===== src/rtl/ucsbece154b_bpu_ctrl_pkg.sv =====
// Shared widths and helpers for the branch-prediction sequencing controller.
// Predicate helpers keep control/taken decoding in one place.
package ucsbece154b_bpu_ctrl_pkg;

    localparam int PHT_AW_DEF = 6;
    localparam int BTB_IW_DEF = 6;
    localparam int CNT_W_DEF  = 32;

    function automatic logic is_ctl(input logic br, input logic jal, input logic jalr);
        return br | jal | jalr;
    endfunction

    function automatic logic act_taken(input logic br, input logic jal, input logic jalr,
                                       input logic cond);
        return jal | jalr | (br & cond);
    endfunction

endpackage


===== src/rtl/ucsbece154b_bpu_ctrl_if.sv =====
// Fetch/E-stage/predictor-update bundle of the BPU controller; master = pipeline, slave = controller.
// Purely combinational wiring, no flow control.
interface ucsbece154b_bpu_ctrl_if #(
    parameter int PHT_AW = 6,
    parameter int BTB_IW = 6
);
    logic              StallD_i;
    logic              FlushD_i;
    logic              FlushE_i;
    logic              PredTakenF_i;
    logic [31:0]       PredTargetF_i;
    logic [PHT_AW-1:0] PHTidxF_i;
    logic              BranchE_i;
    logic              JalE_i;
    logic              JalrE_i;
    logic              CondTakenE_i;
    logic [31:0]       PCE_i;
    logic [31:0]       PCTargetE_i;
    logic [31:0]       PCPlus4E_i;
    logic              RedirectE_o;
    logic [31:0]       RedirectPCE_o;
    logic              FlushD_o;
    logic              FlushE_o;
    logic              PHTwe_o;
    logic              PHTinc_o;
    logic [PHT_AW-1:0] PHTwaddr_o;
    logic              GHRreset_o;
    logic              BTBwe_o;
    logic [BTB_IW-1:0] BTBwaddr_o;
    logic [31:0]       BTBwdata_o;

    modport master (
        output StallD_i, FlushD_i, FlushE_i, PredTakenF_i, PredTargetF_i, PHTidxF_i,
               BranchE_i, JalE_i, JalrE_i, CondTakenE_i, PCE_i, PCTargetE_i, PCPlus4E_i,
        input  RedirectE_o, RedirectPCE_o, FlushD_o, FlushE_o, PHTwe_o, PHTinc_o,
               PHTwaddr_o, GHRreset_o, BTBwe_o, BTBwaddr_o, BTBwdata_o
    );

    modport slave (
        input  StallD_i, FlushD_i, FlushE_i, PredTakenF_i, PredTargetF_i, PHTidxF_i,
               BranchE_i, JalE_i, JalrE_i, CondTakenE_i, PCE_i, PCTargetE_i, PCPlus4E_i,
        output RedirectE_o, RedirectPCE_o, FlushD_o, FlushE_o, PHTwe_o, PHTinc_o,
               PHTwaddr_o, GHRreset_o, BTBwe_o, BTBwaddr_o, BTBwdata_o
    );

endinterface


===== src/rtl/ucsbece154b_bpu_tagreg.sv =====
// One prediction-tag pipeline stage; 1-cycle latency, flush beats stall, stall holds contents.
module ucsbece154b_bpu_tagreg #(
    parameter int W = 8
) (
    input  logic         clk,
    input  logic         reset,
    input  logic         flush_i,
    input  logic         stall_i,
    input  logic [W-1:0] d_i,
    output logic [W-1:0] q_o
);

    logic [W-1:0] q_q;

    always_ff @(posedge clk) begin
        if (reset || flush_i)
            q_q <= '0;
        else if (!stall_i)
            q_q <= d_i;
    end

    assign q_o = q_q;

endmodule


===== src/rtl/ucsbece154b_bpu_ctrl.sv =====
// Carries fetch predictions through D/E and resolves them in E: zero-latency redirect, flush and predictor updates.
// Optional perf counters under `BPU_PERF_EN`; no backpressure beyond the D-stage stall.
module ucsbece154b_bpu_ctrl
    import ucsbece154b_bpu_ctrl_pkg::*;
#(
    parameter int PHT_AW = PHT_AW_DEF,
    parameter int BTB_IW = BTB_IW_DEF
`ifdef BPU_PERF_EN
    ,
    parameter int CNT_W  = CNT_W_DEF
`endif
) (
    input  logic clk,
    input  logic reset,
    ucsbece154b_bpu_ctrl_if.slave bpu
`ifdef BPU_PERF_EN
    ,
    output logic [CNT_W-1:0] ctl_cnt_o,
    output logic [CNT_W-1:0] mispred_cnt_o,
    output logic [CNT_W-1:0] btb_wr_cnt_o
`endif
);

    typedef struct packed {
        logic              v;
        logic              t;
        logic [31:0]       tgt;
        logic [PHT_AW-1:0] idx;
    } tag_t;

    tag_t tag_f, tag_d, tag_e;

    assign tag_f = '{v: 1'b1, t: bpu.PredTakenF_i, tgt: bpu.PredTargetF_i, idx: bpu.PHTidxF_i};

    ucsbece154b_bpu_tagreg #(.W($bits(tag_t))) u_tag_d (
        .clk     (clk),
        .reset   (reset),
        .flush_i (bpu.FlushD_i),
        .stall_i (bpu.StallD_i),
        .d_i     (tag_f),
        .q_o     (tag_d)
    );

    ucsbece154b_bpu_tagreg #(.W($bits(tag_t))) u_tag_e (
        .clk     (clk),
        .reset   (reset),
        .flush_i (bpu.FlushE_i),
        .stall_i (1'b0),
        .d_i     (tag_d),
        .q_o     (tag_e)
    );

    logic live, ctl, act_t, tgt_diff, mispred;

    // reset gates outputs combinationally so a mispredict in E is silenced on the reset cycle itself
    assign live     = tag_e.v & ~reset;
    assign ctl      = is_ctl(bpu.BranchE_i, bpu.JalE_i, bpu.JalrE_i);
    assign act_t    = act_taken(bpu.BranchE_i, bpu.JalE_i, bpu.JalrE_i, bpu.CondTakenE_i);
    assign tgt_diff = (tag_e.tgt != bpu.PCTargetE_i);
    assign mispred  = (act_t != tag_e.t) | (act_t & tag_e.t & tgt_diff);

    wire unused_pc_bits = ^{bpu.PCE_i[31:BTB_IW+2], bpu.PCE_i[1:0]};

    always_comb begin
        bpu.RedirectE_o   = 1'b0;
        bpu.RedirectPCE_o = '0;
        bpu.PHTwe_o       = 1'b0;
        bpu.PHTinc_o      = 1'b0;
        bpu.PHTwaddr_o    = '0;
        bpu.GHRreset_o    = 1'b0;
        bpu.BTBwe_o       = 1'b0;
        bpu.BTBwaddr_o    = '0;
        bpu.BTBwdata_o    = '0;
        if (live) begin
            bpu.RedirectE_o   = mispred;
            bpu.RedirectPCE_o = act_t ? bpu.PCTargetE_i : bpu.PCPlus4E_i;
            bpu.PHTwe_o       = bpu.BranchE_i;
            bpu.PHTinc_o      = bpu.CondTakenE_i;
            bpu.PHTwaddr_o    = tag_e.idx;
            bpu.GHRreset_o    = bpu.BranchE_i & (bpu.CondTakenE_i != tag_e.t);
            // a correct BTB hit never rewrites its entry
            bpu.BTBwe_o       = act_t & (~tag_e.t | tgt_diff);
            bpu.BTBwaddr_o    = bpu.PCE_i[BTB_IW+1:2];
            bpu.BTBwdata_o    = bpu.PCTargetE_i;
        end
    end

    assign bpu.FlushD_o = bpu.RedirectE_o;
    assign bpu.FlushE_o = bpu.RedirectE_o;

`ifdef BPU_PERF_EN
    logic [CNT_W-1:0] ctl_cnt_q, mispred_cnt_q, btb_wr_cnt_q;

    always_ff @(posedge clk) begin
        if (reset) begin
            ctl_cnt_q     <= '0;
            mispred_cnt_q <= '0;
            btb_wr_cnt_q  <= '0;
        end else begin
            if (live && ctl && ctl_cnt_q != '1)
                ctl_cnt_q <= ctl_cnt_q + 1'b1;
            if (bpu.RedirectE_o && mispred_cnt_q != '1)
                mispred_cnt_q <= mispred_cnt_q + 1'b1;
            if (bpu.BTBwe_o && btb_wr_cnt_q != '1)
                btb_wr_cnt_q <= btb_wr_cnt_q + 1'b1;
        end
    end

    assign ctl_cnt_o     = ctl_cnt_q;
    assign mispred_cnt_o = mispred_cnt_q;
    assign btb_wr_cnt_o  = btb_wr_cnt_q;
`endif

endmodule

===== src/flat_wrapper.sv =====
// flat-port wrapper written by rule: the top's interface ports become plain ports
module ucsbece154b_bpu_ctrl_flat import ucsbece154b_bpu_ctrl_pkg::*;
#(
    parameter int PHT_AW = PHT_AW_DEF,
    parameter int BTB_IW = BTB_IW_DEF

)
  (clk, reset, bpu_StallD_i, bpu_FlushD_i, bpu_FlushE_i, bpu_PredTakenF_i, bpu_PredTargetF_i, bpu_PHTidxF_i, bpu_BranchE_i, bpu_JalE_i, bpu_JalrE_i, bpu_CondTakenE_i, bpu_PCE_i, bpu_PCTargetE_i, bpu_PCPlus4E_i, bpu_RedirectE_o, bpu_RedirectPCE_o, bpu_FlushD_o, bpu_FlushE_o, bpu_PHTwe_o, bpu_PHTinc_o, bpu_PHTwaddr_o, bpu_GHRreset_o, bpu_BTBwe_o, bpu_BTBwaddr_o, bpu_BTBwdata_o);
  ucsbece154b_bpu_ctrl_if #(.PHT_AW(PHT_AW), .BTB_IW(BTB_IW)) bpu_i ();
  input  logic clk;
  input  logic reset;
  input wire logic [$bits(bpu_i.StallD_i)-1:0] bpu_StallD_i;
  input wire logic [$bits(bpu_i.FlushD_i)-1:0] bpu_FlushD_i;
  input wire logic [$bits(bpu_i.FlushE_i)-1:0] bpu_FlushE_i;
  input wire logic [$bits(bpu_i.PredTakenF_i)-1:0] bpu_PredTakenF_i;
  input wire logic [$bits(bpu_i.PredTargetF_i)-1:0] bpu_PredTargetF_i;
  input wire logic [$bits(bpu_i.PHTidxF_i)-1:0] bpu_PHTidxF_i;
  input wire logic [$bits(bpu_i.BranchE_i)-1:0] bpu_BranchE_i;
  input wire logic [$bits(bpu_i.JalE_i)-1:0] bpu_JalE_i;
  input wire logic [$bits(bpu_i.JalrE_i)-1:0] bpu_JalrE_i;
  input wire logic [$bits(bpu_i.CondTakenE_i)-1:0] bpu_CondTakenE_i;
  input wire logic [$bits(bpu_i.PCE_i)-1:0] bpu_PCE_i;
  input wire logic [$bits(bpu_i.PCTargetE_i)-1:0] bpu_PCTargetE_i;
  input wire logic [$bits(bpu_i.PCPlus4E_i)-1:0] bpu_PCPlus4E_i;
  output wire logic [$bits(bpu_i.RedirectE_o)-1:0] bpu_RedirectE_o;
  output wire logic [$bits(bpu_i.RedirectPCE_o)-1:0] bpu_RedirectPCE_o;
  output wire logic [$bits(bpu_i.FlushD_o)-1:0] bpu_FlushD_o;
  output wire logic [$bits(bpu_i.FlushE_o)-1:0] bpu_FlushE_o;
  output wire logic [$bits(bpu_i.PHTwe_o)-1:0] bpu_PHTwe_o;
  output wire logic [$bits(bpu_i.PHTinc_o)-1:0] bpu_PHTinc_o;
  output wire logic [$bits(bpu_i.PHTwaddr_o)-1:0] bpu_PHTwaddr_o;
  output wire logic [$bits(bpu_i.GHRreset_o)-1:0] bpu_GHRreset_o;
  output wire logic [$bits(bpu_i.BTBwe_o)-1:0] bpu_BTBwe_o;
  output wire logic [$bits(bpu_i.BTBwaddr_o)-1:0] bpu_BTBwaddr_o;
  output wire logic [$bits(bpu_i.BTBwdata_o)-1:0] bpu_BTBwdata_o;
  assign bpu_i.StallD_i = bpu_StallD_i;
  assign bpu_i.FlushD_i = bpu_FlushD_i;
  assign bpu_i.FlushE_i = bpu_FlushE_i;
  assign bpu_i.PredTakenF_i = bpu_PredTakenF_i;
  assign bpu_i.PredTargetF_i = bpu_PredTargetF_i;
  assign bpu_i.PHTidxF_i = bpu_PHTidxF_i;
  assign bpu_i.BranchE_i = bpu_BranchE_i;
  assign bpu_i.JalE_i = bpu_JalE_i;
  assign bpu_i.JalrE_i = bpu_JalrE_i;
  assign bpu_i.CondTakenE_i = bpu_CondTakenE_i;
  assign bpu_i.PCE_i = bpu_PCE_i;
  assign bpu_i.PCTargetE_i = bpu_PCTargetE_i;
  assign bpu_i.PCPlus4E_i = bpu_PCPlus4E_i;
  assign bpu_RedirectE_o = bpu_i.RedirectE_o;
  assign bpu_RedirectPCE_o = bpu_i.RedirectPCE_o;
  assign bpu_FlushD_o = bpu_i.FlushD_o;
  assign bpu_FlushE_o = bpu_i.FlushE_o;
  assign bpu_PHTwe_o = bpu_i.PHTwe_o;
  assign bpu_PHTinc_o = bpu_i.PHTinc_o;
  assign bpu_PHTwaddr_o = bpu_i.PHTwaddr_o;
  assign bpu_GHRreset_o = bpu_i.GHRreset_o;
  assign bpu_BTBwe_o = bpu_i.BTBwe_o;
  assign bpu_BTBwaddr_o = bpu_i.BTBwaddr_o;
  assign bpu_BTBwdata_o = bpu_i.BTBwdata_o;
  ucsbece154b_bpu_ctrl #(.PHT_AW(PHT_AW), .BTB_IW(BTB_IW)) u_core (.clk(clk), .reset(reset), .bpu(bpu_i));
endmodule

===== config.mk =====
export PLATFORM = sky130hd
export DESIGN_NAME = ucsbece154b_bpu_ctrl_flat
export DESIGN_NICKNAME = d
export VERILOG_FILES = /design/src/rtl/ucsbece154b_bpu_ctrl_pkg.sv /design/src/rtl/ucsbece154b_bpu_ctrl_if.sv /design/src/rtl/ucsbece154b_bpu_tagreg.sv /design/src/rtl/ucsbece154b_bpu_ctrl.sv /design/src/flat_wrapper.sv
export SDC_FILE = /design/constraint.sdc
export NUM_CORES = 1
export LEC_CHECK = 0
export ABC_AREA = 1
export CORE_MARGIN = 2
export CORE_UTILIZATION = 41
export DETAILED_ROUTE_END_ITERATION = 8
export GPL_TIMING_DRIVEN = 0
export HOLD_SLACK_MARGIN = 0.15
export PLACE_DENSITY = 0.94
export SLEW_MARGIN = 20
export SYNTH_ARGS = -nofsm -noshare
export SYNTH_HDL_FRONTEND = slang
export SYNTH_SLANG_ARGS = --single-unit
export TNS_END_PERCENT = 20

===== constraint.sdc =====
create_clock -name clk -period 3.31 [get_ports clk]
set_input_delay 0.662 -clock clk [delete_from_list [all_inputs] [get_ports clk]]
set_output_delay 0.662 -clock clk [all_outputs]
set_load 0.05 [all_outputs]

Yosys cells after proc, flatten, opt, wreduce, memory -nomap -nowiden
Index checks and enable logic that the tools add are counted.

Register bits: 80. Latch bits: 0. Bits in writable memories: 0. ROM bits: 0. Bits of input ports: 144. Output and inout port bits: 83. Logic and storage cells: 29. Memories kept: 0.

$add $sub $neg: 0. $mul: 0. Div/mod/pow operators: 0. Magnitude comparators: 0. Equal/unequal tests: 3. Shifts and indexed selects: 0. Muxes and demuxes: 10. Bitwise operators: 12. Reduce and logical (&&, ||, !) cells: 2.

Operators with widths (count): 32-bit 2-to-1 mux (3); 32-bit != test (1); 6-bit 2-to-1 mux (2); 1-bit bitwise AND (6); 1-bit 2-to-1 mux (5); 1-bit OR (4); 1-bit logical OR (2); 1-bit != test (2); 1-bit NOT (2).

Longest topological paths before layout
Depth in word-level cells: 6. Mapped depth: 11. Mapped depth without buffers: 10.

By module
A second synthesis with hierarchy kept.

Cell total of the unflattened synthesis: 778. Area total of the unflattened synthesis: 4780.8 um^2.

By module, submodules not included: ucsbece154b_bpu_tagreg (instances 2, cells each 254, area each 1725.4 um^2, seq. area each 800.8 um^2); ucsbece154b_bpu_ctrl (instances 1, cells each 270, area each 1330.0 um^2, seq. area each 0.0 um^2).

Least setup slack after synthesis
No wires, ideal clock.

Path type: input to output. From: in bpu_JalrE_i. To: out bpu_FlushE_o. Data arrival time: 2.612 ns. Data required time: 2.648 ns. Setup slack: 0.036 ns. Cell stages on the path: 8. Path buffers: 3. Path through: nor2_1 > o21ai_2 > buf_6 > buf_6 > ha_1 > inv_1 > a21oi_1 > buf_4.

Longest elaborated chain between the ends: 6. Elaborated cells on any way between the ends: 7. Classes of those cells: 1 x eq/ne; 1 x mux; 5 x bitwise.

RTL lines: from (decl) (RTL line flat_wrapper.sv:20) `input wire logic [$bits(bpu_i.JalrE_i)-1:0] bpu_JalrE_i;`; 1-bit OR * (2 in a row) (RTL line ucsbece154b_bpu_ctrl_pkg.sv:15) `return jal | jalr | (br & cond);`; 1-bit bitwise AND (2 in a row) (RTL line ucsbece154b_bpu_ctrl.sv:60) `assign mispred = (act_t != tag_e.t) | (act_t & tag_e.t & tgt_diff);`; 1-bit OR * (RTL line ucsbece154b_bpu_ctrl.sv:60); 1-bit 2-to-1 mux * (RTL line ucsbece154b_bpu_ctrl.sv:74) `if (live) begin`; to (decl) (RTL line flat_wrapper.sv:28) `output wire logic [$bits(bpu_i.FlushE_o)-1:0] bpu_FlushE_o;`.

Mark *: on every way between the ends. The rest lies on a longest branch, timed or not.

Final worst setup path
From: in reset. To: out bpu_RedirectPCE_o[28].

Longest elaborated chain between the ends: 3.

RTL lines: from (decl) (RTL line flat_wrapper.sv:11) `input logic reset;`; 1-bit NOT (RTL line ucsbece154b_bpu_ctrl.sv:56) `assign live = tag_e.v & ~reset;`; 1-bit bitwise AND (RTL line ucsbece154b_bpu_ctrl.sv:56); 32-bit 2-to-1 mux (RTL line ucsbece154b_bpu_ctrl.sv:74); to (decl) (RTL line flat_wrapper.sv:26) `output wire logic [$bits(bpu_i.RedirectPCE_o)-1:0] bpu_RedirectPCE_o;`.

Every way passes these cells.

==> results_dict.tcl <==
set metrics [dict create \
    track_usage_pct 23.3 \
    power_leakage_nw 2.66 \
    reg2reg_depth 2 \
    cap_violations 0 \
    grt_max_degree 13 \
    timing.rr.start "u_core.u_tag_d.q_o[38]" \
    fin_setup_tns_ns 0 \
    p_comb_share_pct 18.0 \
    pwr-share-seq_pct 49.7 \
    vias 3994 \
    p_int_mw 1.51 \
    overflow 0 \
    die_h_um 101 \
    cts_tree "done" \
    outcome "finished clean" \
    netSwitchingFraction_pct 24.9 \
    max_freq_ghz 0.308 \
    slew_violations 0 \
    ioPinCount 227 \
    max_slew.worst_pin.slew_ns 0.515 \
    cts_buffers 9 \
    cts.path.max_buffers 2 \
    viasPerCell 4.68 \
    clk_pin_slew_worst_paths_ns 0.08 \
    switchingPower_mw 0.500 \
    hold_path.class "reg -> reg" \
    crit_path_end_kind "primary output" \
    syn_inst 528 \
    rows 35 \
    rrSetupSlack_ns 2.58 \
    antenna_found_initial 0 \
    ys_seq_area_share_pct 41.9 \
    finalCritPeriodShare_pct 98.0 \
    dpl_worst_slack_ns -0.560 \
    clkLatencyLatePin_ns 0.34 \
    skew_ns 0.00760 \
    initial_core_util_pct 41.7 \
    p_per_area_nw_per_um2 333 \
    final_common_cell "clkdlybuf4s50_1" \
    cts.sinks 80 \
    crit_arrival_ns 2.58 \
    required_ns 2.65 \
    final-hold-violation-count 0 \
    final_nets 883 \
    antenna_left 0 \
    fillCellCount 769 \
    ys_warn_count 0 \
    io_buffer_count 199 \
    grt_pass1_wl_mm 18.4 \
    gp_congestion 0.829 \
    fin_crit_ns 3.24 \
    cp-startpoint "reset" \
    drtIter0Drc 156 \
    core_area_um2 9150 \
    antenna_cells 0 \
    dieArea_um2 10100 \
    syn_to_final_growth_pct 58.3 \
    die_w_um 101 \
    worstPathMaxFanout 10 \
    syn_area_um2 3820 \
    cts_max_level 3 \
    setup_ws_ns 0.0670 \
    setup_viol_count_final 0 \
    first_global_vias 3870 \
    ys_seq_elements 80 \
    wl_per_cell_um 14.1 \
    ir_drop_v 0.000237 \
    total_power_mw 2.01 \
    grt_setup_unrepaired "false" \
    cts-root-buf "clkbuf_8" \
    synthesis.nets 673 \
    drive_above_1_share_pct 9.96 \
    drc 0 \
    synth.distinct_cells 23 \
    slew_headroom_pct 65.6 \
    start_kind "input pin" \
    holdPathStages 2 \
    critPathKind "in -> out" \
    synth_area_per_cell_um2 7.23 \
    final_cell_mix "clkdlybuf4s50_1 (142), nor2_1 (136), inv_1 (95), dfxtp_1 (80), nand2_1 (41)" \
    dp_hpwl_mm 9.88 \
    wl_mm 12.0 \
    min_from "u_core.u_tag_d.q_o[5]" \
    power_frac_clock_pct 32.4 \
    first_pass_iters 5 \
]
-- critical path, cell delays in order --
cell and delay [ns]:
clkdlybuf4s50_1 0.46, inv_1 0.07, nand2_1 0.13, inv_1 0.21, buf_2 0.25, o21ai_1 0.12, a21oi_2 0.13, dlygate4sd2_1 0.54
-- registers in the layout (all words and copies together), names as in the netlist --
register            cells
u_core.u_tag_d.q_o     40
u_core.u_tag_e.q_o     40
-- worst paths after layout --
kind	end
max	bpu_RedirectPCE_o[28]
min reg2reg	u_core.u_tag_e.q_o[5]
min	u_core.u_tag_e.q_o[5]
max reg2reg	u_core.u_tag_d.q_o[38]
-- Yosys cell counts --
master	count	share of area, %
a211oi_1	35	6.9
a211oi_2	4	1.3
a21oi_1	28	3.7
a21oi_2	6	1.4
buf_2	19	2.5
buf_4	4	0.79
buf_6	7	2.1
buf_8	1	0.39
clkbuf_1	5	0.49
dfxtp_1	80	42
ha_1	1	0.33
inv_1	95	9.3
inv_2	1	0.098
nand2_1	41	4.0
nand3_1	2	0.26
nor2_1	136	13
nor3_1	1	0.13
o21ai_0	26	3.4
o21ai_1	5	0.66
o21ai_2	2	0.46
or2_1	1	0.16
or2_2	1	0.16
xnor2_1	27	6.2
-- layout make-up --
type	count	area (um2)	area share (%)
Inverter	96	360	5.96
Timing Repair Buffer	199	1900	31.4
Sequential cell	80	1600	26.5
Clock inverter	3	15.0	0.248
Multi-Input combinational cell	316	1620	26.9
Clock buffer	13	169	2.80
Buffer	36	240	3.98
Tap cell	111	139	2.30
-- power groups by stage --
stage	sequential, mW	combinational, mW	clock, mW
after global placement	1.02	0.355	0
after CTS	1.00	0.362	0.664
after global routing	1.00	0.391	0.705
final	1.00	0.362	0.651
after floorplan	1.02	0.166	0
after detailed placement	1.02	0.364	0
-- per-layer routing --
metal,up-vias,part of all wire (%),track usage [%]
li1,2038,-,-
met1,1782,39,25.9
met2,156,52,42.7
met3,18,7.0,6.38
met4,0,2.2,7.90
met5,-,0,0
-- per-stage QoR --
stage / hold WS (ns) / utilization [%] / area (um2) / instances
after global routing: 0.453 / 66.0 / 6040 / 854
final: 0.442 / 66.0 / 6040 / 854
after global placement: 0.423 / 65.0 / 5950 / 838
after detailed placement: 0.429 / 65.0 / 5950 / 838
after floorplan: 0.416 / - / 3820 / 528
after CTS: 0.435 / 66.2 / 6060 / 854
-- cells by family after synthesis --
kind of cell	after synthesis	share of synthesized area, %
AO/OA/AOI/OAI	106	17.8
XOR/XNOR	27	6.19
adder cells (fa/ha/maj)	1	0.328
buffers and inverters	132	15.7
flip-flops	80	41.9
AND/OR/NAND/NOR	182	18.1
-- timing repair --
action                                  4_1_cts  5_1_grt
hold buffers                                  0        0
resized for setup                            68       28
buffers inserted                              0        0
gates cloned                                  0        0
endpoints found under the setup margin       56       37
No activity file was read; power rests on OpenSTA's default activity.
==> RTL change: new RTL, same flow settings <==
`BTB_IW_DEF`: 6 -> 5.
--- a/src/rtl/ucsbece154b_bpu_ctrl_pkg.sv
+++ b/src/rtl/ucsbece154b_bpu_ctrl_pkg.sv
@@ -5,3 +5,3 @@
     localparam int PHT_AW_DEF = 6;
-    localparam int BTB_IW_DEF = 6;
+    localparam int BTB_IW_DEF = 5;
     localparam int CNT_W_DEF  = 32;
Interface: changed (resized bpu_BTBwaddr_o); port bits go from 227 to 226. No check against the original RTL was run, so the function may have changed too.
==> RTL change against the unedited design <==
Sequential share of layout area shrank 0.45 points; first-iteration DRC count grew 26%; maximum frequency grew 0.68%; power grew 9.2%; design area grew 1.7%; non-clock buffer count shrank 2; worst setup slack gained 22 ps; routed wire length grew 5.9%; die area shrank 0.16%; area after synthesis shrank 0.16%; clock skew shrank 2.0 ps; global-route usage grew 1.0 points; sequential cell count is the same; critical path type unchanged; critical endpoint is now bpu_RedirectE_o; highest routed layer unchanged.
==> RTL change: results (changes against the unedited design) <==
{| class="wikitable"
! Metric !! Value
|-
| Gpl congestion || 0.915 (+10%)
|-
| Worst Max-Slew Pin Slew || 526 ps (+11.0 ps)
|-
| Xor/xnor cell area share of the yosys netlist || 0.0620 (+0.000102)
|-
| Pin count of the biggest net entering global routing || 14 (+1)
|-
| Peak supply drop || 0.283 mV (+19%)
|-
| Status || completed
|-
| Bufs on Longest Clock Path || 2 (unchanged)
|-
| Reg-to-Reg Start || u_core.u_tag_d.q_o[17]$_SDFFE_PP0N_
|-
| Net count of the mapped netlist || 671 (-0.30%)
|-
| Vias after detailed routing || 4107 (+2.8%)
|-
| Largest stage delay on the critical path || 510 ps (-30 ps)
|-
| Timing startpoint of the critical path || bpu_CondTakenE_i
|-
| First-pass GRT wire length || 19400 um (+5.1%)
|-
| Total global routing track utilization || 0.243 (+0.0103)
|-
| Worst slack at placement || -530 ps (+29.5 ps)
|-
| F_max || 310 MHz (+0.68%)
|-
| Cell with the biggest individual delay on the critical path || sky130_fd_sc_hd__clkdlybuf4s50_1
|-
| Seq/Total Area, Yosys || 0.420 (+0.000688)
|-
| End of the critical path || bpu_RedirectE_o
|-
| Leakage Power || 3.10 nW (+17%)
|-
| Leading cell types by total area after synthesis || sky130_fd_sc_hd__dfxtp_1 42%, sky130_fd_sc_hd__nor2_1 13%, sky130_fd_sc_hd__inv_1 9.3%, sky130_fd_sc_hd__a211oi_1 6.9%, sky130_fd_sc_hd__xnor2_1 6.2%
|-
| Adder and majority cell fraction of the synthesized area || 0.00328 (+0.00000538)
|-
| Per-cell routed wire length || 15.0 um (+6.5%)
|-
| Top cells by count, synth || 135 x sky130_fd_sc_hd__nor2_1, 94 x sky130_fd_sc_hd__inv_1, 80 x sky130_fd_sc_hd__dfxtp_1
|-
| Proportion of layout cells with a drive suffix above 1 || 0.103 (+0.00338)
|-
| Total of fill cells in the finished design || 707 (-8.1%)
|-
| Reg2Reg Setup Slack || 2550 ps (-30 ps)
|-
| Nets || 879 (-0.45%)
|-
| Async set or reset register ratio after synthesis || 0 (unchanged)
|-
| Maximum clock skew at final layout || 5.61 ps (-1.98 ps)
|}
[RTL change: worst min path at each step]
stage,from,end,slack [ps],cells past startpoint
after global placement,u_core.u_tag_d.q_o[11]$_SDFFE_PP0N_,u_core.u_tag_e.q_o[11]$_SDFF_PP0_,420,2
after CTS,u_core.u_tag_d.q_o[39]$_SDFFE_PP0N_,u_core.u_tag_e.q_o[39]$_SDFF_PP0_,450,2
after global routing,u_core.u_tag_d.q_o[28]$_SDFFE_PP0N_,u_core.u_tag_e.q_o[28]$_SDFF_PP0_,460,2
after detailed placement,u_core.u_tag_d.q_o[33]$_SDFFE_PP0N_,u_core.u_tag_e.q_o[33]$_SDFF_PP0_,430,2
after floorplan,u_core.u_tag_d.q_o[39]$_SDFFE_PP0N_,u_core.u_tag_e.q_o[39]$_SDFF_PP0_,420,2
final,u_core.u_tag_d.q_o[39]$_SDFFE_PP0N_,u_core.u_tag_e.q_o[39]$_SDFF_PP0_,450,2
[RTL change: power by group]
part / internal [mW] / switching (mW)
registers: 0.991 / 0.00935
logic: 0.191 / 0.173
clock network: 0.498 / 0.337
[RTL change: final cells by class]
cell class / count / area (um^2) / share of cell area
Clock buffer: 10 / 128 / 0.0208
Clock inverter: 5 / 106 / 0.0173
Tap cell: 111 / 139 / 0.0226
Timing Repair Buffer: 197 / 1960 / 0.319
Inverter: 95 / 357 / 0.0580
Buffer: 36 / 239 / 0.0389
Sequential cell: 80 / 1600 / 0.260
Multi-Input combinational cell: 315 / 1620 / 0.263
[RTL change: metrics by stage]
stage	setup TNS (ps)	util	cells
after global placement	-5250	0.650	834
after detailed placement	-5640	0.650	834
final	0	0.675	849
after CTS	0	0.671	849
after global routing	-256	0.675	849
after floorplan	0	-	526
[RTL change: layer usage]
metal / vias to the layer above / part of all wire / GRT usage
met5: - / 0 / 0
met4: 0 / 0.035 / 0.0906
met3: 36 / 0.062 / 0.0641
met2: 174 / 0.52 / 0.452
met1: 1871 / 0.39 / 0.263
li1: 2026 / - / -
[RTL change: worst min-delay path, cell delays in order (launching register included)]
cell	delay (ps)
sky130_fd_sc_hd__dfxtp_1	310
sky130_fd_sc_hd__inv_1	60
sky130_fd_sc_hd__nor2_1	40
[RTL change: kinds of logic after synthesis]
logic type	after synthesis
buf+inv	131
xor+xnor	27
flops	80
compound gates	106
simple gates	181
fa+ha+maj	1
[RTL change: timing repair]
item,4_1_cts,5_1_grt
setup endpoints to repair,36,59
endpoints found under the hold margin,0,0
gates resized for setup,45,65
gates cloned,0,0
